`config.mk`:
```
export PLATFORM = sky130hd
export DESIGN_NAME = sel_accum_dump_flat
export DESIGN_NICKNAME = d
export VERILOG_FILES = /design/src/rtl/sel_accum_dump_if.sv /design/src/rtl/sel_accum_dump.sv /design/src/flat_wrapper.sv
export SDC_FILE = /design/constraint.sdc
export NUM_CORES = 1
export LEC_CHECK = 0
export ABC_AREA = 1
export CORE_UTILIZATION = 40
export DETAILED_ROUTE_END_ITERATION = 8
export HOLD_SLACK_MARGIN = 0.15
export PLACE_DENSITY_LB_ADDON = 0.1
export SKIP_CTS_REPAIR_TIMING = 1
export SYNTH_ARGS = -nofsm -noshare
export SYNTH_HDL_FRONTEND = slang
export SYNTH_SLANG_ARGS = --single-unit
```
`constraint.sdc`:
```
create_clock -name clk -period 1.4 [get_ports clk]
set_input_delay 0.28 -clock clk [delete_from_list [all_inputs] [get_ports clk]]
set_output_delay 0.28 -clock clk [all_outputs]
set_load 0.01 [all_outputs]
```
`src/rtl/sel_accum_dump_if.sv`:
```
// sel_accum_dump_if: sample/operand inputs and window dump outputs of sel_accum_dump
interface sel_accum_dump_if #(
  parameter int DATA_W = 3,
  parameter int ACC_W  = 6,
  parameter int CNT_W  = 3
);
  logic              valid;
  logic [DATA_W-1:0] data1;
  logic [DATA_W-1:0] data2;
  logic [1:0]        sel;
  logic              clear;
  logic [ACC_W-1:0]  dump_data;
  logic              dump_valid;
  logic              dump_ovf;
  logic [ACC_W-1:0]  acc;
  logic [CNT_W-1:0]  count;
  modport master (
    output valid, data1, data2, sel, clear,
    input  dump_data, dump_valid, dump_ovf, acc, count
  );
  modport slave (
    input  valid, data1, data2, sel, clear,
    output dump_data, dump_valid, dump_ovf, acc, count
  );
endinterface

```
`src/rtl/sel_accum_dump.sv`:
```
// sel_accum_dump: operand select + windowed accumulator with dump pulse and overflow flag
// SEL_ACCUM_SATURATE_EN clamps the running sum at all-ones after a carry; default wraps.
module sel_accum_dump #(
  parameter int DATA_W   = 3,
  parameter int ACC_W    = 6,
  parameter int DUMP_LEN = 4
) (
  input logic clk,
  input logic i_rst,
  sel_accum_dump_if.slave bus
);
  localparam int CNT_W = $clog2(DUMP_LEN) + 1;
  logic [ACC_W-1:0] op, acc, nxt, dump_data, sel_op;
  logic [ACC_W:0]   sum;
  logic [CNT_W-1:0] count;
  logic             v1, ovf, carry, dump_valid, dump_ovf, last;
  assign sel_op = bus.sel == 2'b11 ? ACC_W'(bus.data1) + ACC_W'(bus.data2) :
                  bus.sel == 2'b01 ? ACC_W'(bus.data1) :
                  bus.sel == 2'b10 ? ACC_W'(bus.data2) : '0;
  assign sum   = {1'b0, acc} + {1'b0, op};
  assign carry = sum[ACC_W];
  assign last  = count == CNT_W'(DUMP_LEN - 1);
`ifdef SEL_ACCUM_SATURATE_EN
  assign nxt = (ovf | carry) ? '1 : sum[ACC_W-1:0];
`else
  assign nxt = sum[ACC_W-1:0];
`endif
  always_ff @(posedge clk) begin
    if (i_rst) begin
      op         <= '0;
      v1         <= 1'b0;
      acc        <= '0;
      count      <= '0;
      ovf        <= 1'b0;
      dump_data  <= '0;
      dump_valid <= 1'b0;
      dump_ovf   <= 1'b0;
    end else if (bus.clear) begin
      v1         <= 1'b0;
      acc        <= '0;
      count      <= '0;
      ovf        <= 1'b0;
      dump_valid <= 1'b0;
    end else begin
      v1         <= bus.valid;
      dump_valid <= 1'b0;
      if (bus.valid) op <= sel_op;
      if (v1 && last) begin
        dump_data  <= nxt;
        dump_ovf   <= ovf | carry;
        dump_valid <= 1'b1;
        acc        <= '0;
        count      <= '0;
        ovf        <= 1'b0;
      end else if (v1) begin
        acc   <= nxt;
        count <= count + 1'b1;
        ovf   <= ovf | carry;
      end
    end
  end
  assign bus.dump_data  = dump_data;
  assign bus.dump_valid = dump_valid;
  assign bus.dump_ovf   = dump_ovf;
  assign bus.acc        = acc;
  assign bus.count      = count;
endmodule

```
`src/flat_wrapper.sv`:
```
// flat-port wrapper written by rule: the top's interface ports become plain ports
module sel_accum_dump_flat 
#(
  parameter int DATA_W   = 3,
  parameter int ACC_W    = 6,
  parameter int DUMP_LEN = 4
)
  (clk, i_rst, bus_valid, bus_data1, bus_data2, bus_sel, bus_clear, bus_dump_data, bus_dump_valid, bus_dump_ovf, bus_acc, bus_count);
  sel_accum_dump_if #(.DATA_W(DATA_W), .ACC_W(ACC_W), .CNT_W(3)) bus_i ();
  input logic clk;
  input logic i_rst;
  input wire logic [$bits(bus_i.valid)-1:0] bus_valid;
  input wire logic [$bits(bus_i.data1)-1:0] bus_data1;
  input wire logic [$bits(bus_i.data2)-1:0] bus_data2;
  input wire logic [$bits(bus_i.sel)-1:0] bus_sel;
  input wire logic [$bits(bus_i.clear)-1:0] bus_clear;
  output wire logic [$bits(bus_i.dump_data)-1:0] bus_dump_data;
  output wire logic [$bits(bus_i.dump_valid)-1:0] bus_dump_valid;
  output wire logic [$bits(bus_i.dump_ovf)-1:0] bus_dump_ovf;
  output wire logic [$bits(bus_i.acc)-1:0] bus_acc;
  output wire logic [$bits(bus_i.count)-1:0] bus_count;
  assign bus_i.valid = bus_valid;
  assign bus_i.data1 = bus_data1;
  assign bus_i.data2 = bus_data2;
  assign bus_i.sel = bus_sel;
  assign bus_i.clear = bus_clear;
  assign bus_dump_data = bus_i.dump_data;
  assign bus_dump_valid = bus_i.dump_valid;
  assign bus_dump_ovf = bus_i.dump_ovf;
  assign bus_acc = bus_i.acc;
  assign bus_count = bus_i.count;
  sel_accum_dump #(.DATA_W(DATA_W), .ACC_W(ACC_W), .DUMP_LEN(DUMP_LEN)) u_core (.clk(clk), .i_rst(i_rst), .bus(bus_i));
endmodule
```
Yosys cells after proc, flatten, opt, wreduce, memory -nomap -nowiden
Cells that the tools add are included.
{ "totals": {"register_bits": 25, "output_inout_bits": 17, "word_cells": 26, "inputBits": 12} }
{ "classes": {"n_reduce_logical": 5, "n_addsub": 3, "n_mux": 4, "n_eq_ne": 4, "bitwise_logic": 2} }
{ "ops": {"columns": ["cell", "count"], "rows": [
  ["6-bit two-way mux", 2],
  ["6-bit by 6-bit adder with 7-bit output", 1],
  ["3-bit by 3-bit adder with 4-bit output", 1],
  ["2-bit equality test, second input constant", 2],
  ["2-bit AND reduction", 2],
  ["3-bit by 1-bit adder with 3-bit output, second input constant", 1],
  ["3-bit by 2-bit equality test with 1-bit output, second input constant", 1],
  ["3-bit two-way mux", 1],
  ["3-bit OR reduction", 1],
  ["2-bit by 1-bit equality test with 1-bit output, second input constant", 1],
  ["2-bit OR reduction", 1],
  ["1-bit logical AND", 1],
  ["1-bit two-way mux", 1],
  ["1-bit NOT", 1],
  ["1-bit bitwise OR", 1]
]} }

Longest topological paths before layout
{ "logic_depth": {"ltp_word": 4, "mapped_depth": 9, "depth_no_buf": 9} }

Worst setup path after synthesis
OpenSTA, ideal clock, no wires.
{ "synth_path": {"path_type": "register to register", "startpoint": "register u_core.acc[0], in the netlist u_core.bus.acc[0]", "endpoint": "register u_core.dump_ovf, in the netlist u_core.bus.dump_ovf", "arrival_ns": 1.345, "n_path_buf": 0, "synth_period_minus_slack_ns": 1.458, "path_slack_ns": -0.058, "t_required_ns": 1.287, "setup_time_ns": 0.113, "path_stages_with_launch": 9, "cell_sequence": "dfxtp_1 -> ha_1 -> fa_1 -> nand3_1 -> nand2_1 -> nand2_1 -> nor2_1 -> o21ai_1 -> inv_1"} }
{ "synth_via": {"elab_chain_len": 2} }
{ "synth_rtl": {"columns": ["item", "line_no", "source"], "rows": [
  ["start: declaration", "sel_accum_dump.sv:13", "logic [ACC_W-1:0] op, acc, nxt, dump_data, sel_op;"],
  ["start signal: assignment", "sel_accum_dump.sv:56", "acc <= nxt;"],
  ["6-bit by 6-bit adder with 7-bit output", "sel_accum_dump.sv:20", "assign sum = {1'b0, acc} + {1'b0, op};"],
  ["1-bit bitwise OR", "sel_accum_dump.sv:50", "dump_ovf <= ovf | carry;"],
  ["end signal: assignment", "sel_accum_dump.sv:50", null],
  ["end: declaration", "sel_accum_dump.sv:16", "logic v1, ovf, carry, dump_valid, dump_ovf, last;"]
]} }
Every way passes these cells.
A chain may end at the register's enable or synchronous reset.

Worst setup path in the final report
{ "layout_path": {"startpoint": "register u_core.op[0]", "endpoint": "register u_core.dump_ovf, in the netlist u_core.bus.dump_ovf"} }
{ "layout_via": {"elab_chain_len": 2} }
{ "layout_rtl": {"columns": ["item", "line_no", "source"], "rows": [
  ["start: declaration", "sel_accum_dump.sv:13", null],
  ["start signal: assignment", "sel_accum_dump.sv:47", "if (bus.valid) op <= sel_op;"],
  ["6-bit by 6-bit adder with 7-bit output", "sel_accum_dump.sv:20", null],
  ["1-bit bitwise OR", "sel_accum_dump.sv:50", null]
]} }
Every way passes these cells.

==> impl_metrics.tcl <==
set metrics [dict create \
    dominantRegCellSynth "dfxtp_1" \
    leakage_uw 0.00107 \
    via_count 1190 \
    unrepaired_setup_endpoints_after_global_routing "true" \
    crit_path_cell_trace "ha_4 -> fa_2 -> nand3_2 -> nand2_2 -> nand2_2 -> nor2_2 -> o21ai_1 -> inv_1" \
    critPathMaxFanout 2 \
    critical-path-slowest-cell "fa_2" \
    wl_per_cell_um 11.9 \
    io-pin-count 29 \
    finalCoreUtilization_pct 64.2 \
    worst_path_most_repeated_cell "nand2_2" \
    start_util_pct 43.0 \
    htree_num_levels 1 \
    fillers 246 \
    antenna_found_initial 0 \
    drt-vias-per-instance 5.00 \
    critPathCaptureType "flip-flop" \
    postPlaceCellArea_sq_mm 0.00162 \
    number_of_failing_hold_endpoints_at_the_final_stage 0 \
    finalWorstSetupSlack_ns -0.0873 \
    timing.fmax_ghz 0.672 \
    clock_buffer_count_from_cts 3 \
    grtUsageTotal_pct 18.9 \
    netlist-cell-type-count 22 \
    drc_errors 6 \
    synth_enable_flop_cells 0 \
    min_period_over_period_pct 106 \
    top_cells_by_instance_count_after_synthesis "33 x nand2_1, 23 x dfxtp_1, 23 x inv_1, 20 x nor2_1, 17 x nand3_1" \
    synth-compound-area-share_pct 11.1 \
    run_status "finished with violations" \
    first_pass_grt_wire_length_mm 4.70 \
    failed_checks "DRC, setup timing" \
    comb_power_share_pct 16.5 \
    slew_limit_fails 0 \
    synth_sequential_area_ratio_pct 38.2 \
    timing.setup.tns_ns -0.251 \
    yosysTopAreaCell "dfxtp_1" \
    design.final.nets 231 \
    io_buffer_count 28 \
    synthArstFlopShare_pct 0 \
    clkLatencyLatePin_ns 0.31 \
    drtAntennaViolNets 0 \
    layout-drive-gt1-share_pct 23.2 \
    post-route-min-period_ns 1.49 \
    dieHeight_um 56.9 \
    die_footprint_sq_mm 0.00324 \
    yosys-top-cells-area "dfxtp_1 38%, nand2_1 10%, ha_1 9.3%" \
    area_growth_pct 49.4 \
    mappedNetlistArea_sq_mm 0.00120 \
    post_synth_inst_count 163 \
    rows 19 \
    path_clk_slew_ns 0.13 \
    pwr_density_cell_mw_per_mm2 662 \
    post_synth_and_or_nand_nor_area_fraction_pct 26.7 \
    max_slew.worst_pin.slew_ns 0.272 \
    critPathRequiredTime_ns 1.62 \
    synthMuxAreaShare_pct 0 \
    avgSynthCellArea_sq_um 7.39 \
    cap_viol_max_count 0 \
    crit_arrival_ns 1.71 \
    post-synth-top-count-cell "nand2_1" \
    diodes 0 \
    sequential_share_of_power_pct 57.2 \
    route.final.wire_length_mm 2.84 \
    cts_max_path_buffers 2 \
    largest_family_of_logic_cells_by_synthesized_area "simple AND/OR/NAND/NOR gates" \
    skew_ns 0.00488 \
    worst_path_dominant_cell_family "adder cells" \
    finish.instance_area_sq_mm 0.00180 \
    largest_net_degree_at_the_start_of_global_routing 14 \
    gpl_congestion 0.871 \
    timing.critical_path.slowest_cell_delay_ns 0.42 \
    core_area_sq_mm 0.00281 \
    cts_sinks 23 \
    globalRoute.totalOverflow 0 \
    first_global_vias 1101 \
    p_sw_share_pct 26.5 \
    first_iteration_detailed_routing_drc_count 48 \
    clockPowerShare_pct 26.3 \
    slew_margin_rel_pct 81.9 \
    worstSetupPathType "reg -> reg" \
    cts_tree "yes" \
    finalSetupViolations 4 \
    synth_fp_nets 186 \
    post_synth_fa_ha_maj_area_fraction_pct 12.7 \
    clock-root-buffer "clkbuf_4" \
    fp.dieW_um 56.9 \
    ys_ff_latch 23 \
    ys_warnings 0 \
    power_switching_uw 316 \
    worstSetupStartpointType "flip-flop" \
    power.internal_uw 875 \
    ir_worst_vdd_mv 0.385 \
    synth-xor-area-share_pct 2.18 \
    hold_class "in -> reg" \
    detailed_place_hpwl_mm 2.14 \
    drt_first_pass_iters 6 \
    yosysTopAreaCellShare_pct 38.2 \
    critical_path_buf_inv_count 1 \
]
-- power by group through the flow --
stage | Combinational [uW] | Sequential (uW) | Clock (uW)
finish | 197 | 681 | 313
floorplan | 84.3 | 691 | 0
detailed placement | 176 | 692 | 0
global placement | 171 | 691 | 0
global route | 219 | 683 | 353
CTS | 178 | 677 | 318
-- flip-flops by register name (all words and copies together) (netlist names) --
| signal | count |
|---|---|
| u_core.v1 | 1 |
| u_core.bus.count | 3 |
| u_core.bus.acc | 6 |
| u_core.op | 4 |
| u_core.bus.dump_valid | 1 |
| u_core.ovf | 1 |
| u_core.bus.dump_data | 6 |
| u_core.bus.dump_ovf | 1 |
-- per-layer routing --
layer,vias up,global-route usage [%],share of wire (%)
met2,37,30.6,48
met1,532,25.2,45
met4,0,6.27,0.95
li1,617,-,-
met5,-,0,0
met3,4,3.23,5.9
-- worst reg2reg max path: cells and delay by family (launching register included) --
family | cells | cell delay, ns
buf+inv | 1 | 0.04
flops | 1 | 0.36
compound gates | 1 | 0.11
fa+ha+maj | 2 | 0.59
simple gates | 4 | 0.29
-- final timing paths --
kind / startpoint / end / slack [ns] / cells past startpoint
setup / recovery: u_core.op[0]$_SDFFE_PP0P_ / u_core.bus.dump_ovf$_SDFFE_PP0P_ / -0.09 / 8
hold / removal: bus_data2[0] / u_core.op[0]$_SDFFE_PP0P_ / 0.30 / 3
setup reg to reg: u_core.op[0]$_SDFFE_PP0P_ / u_core.bus.dump_ovf$_SDFFE_PP0P_ / -0.09 / 8
hold reg to reg: u_core.ovf$_SDFFE_PP0P_ / u_core.ovf$_SDFFE_PP0P_ / 0.46 / 2
-- metrics by stage --
step                      hold slack, ns  total power, uW  cells  setup WS, ns
after detailed placement           0.444              868    234        -0.430
after global routing               0.325             1250    238        -0.125
after floorplan                    0.352              776    163        0.0228
final                              0.298             1190    238       -0.0873
after global placement             0.440              862    234        -0.372
after CTS                          0.463             1170    238        -0.235
-- cell families (layout without fill, tap and decap cells) --
family	Yosys count	count (layout)
xor gates and xnor gates	3	3
DFF	23	23
and+or+nand+nor	75	75
buffers and inverters	27	71
AOI/OAI and AO/OA	24	24
adders and majority gates	11	11
-- layout by cell type (no fill, tap or decap), types with 3 or more instances in the layout --
master,instances
ha_4,3
buf_4,14
clkbuf_4,3
nor2_1,19
inv_1,22
dfxtp_2,8
nand3_1,14
nand2_2,4
o21ai_0,6
nand2_1,29
a21oi_1,11
dfxtp_1,15
nand3_2,4
ha_1,5
dlymetal6s2s_1,19
clkdlybuf4s50_1,9
-- area by class of cell --
cell class                 count  area (sq um)  share of cell area [%]
timing repair buffer          42           433                    24.0
tap                           31          38.8                    2.15
inverter                      25          96.3                    5.35
multi-input combinational    113           734                    40.8
sequential                    23           470                    26.1
clock buffer                   3          22.5                    1.25
clock inverter                 1          5.00                   0.278
Power figures use the tool's default switching activity.
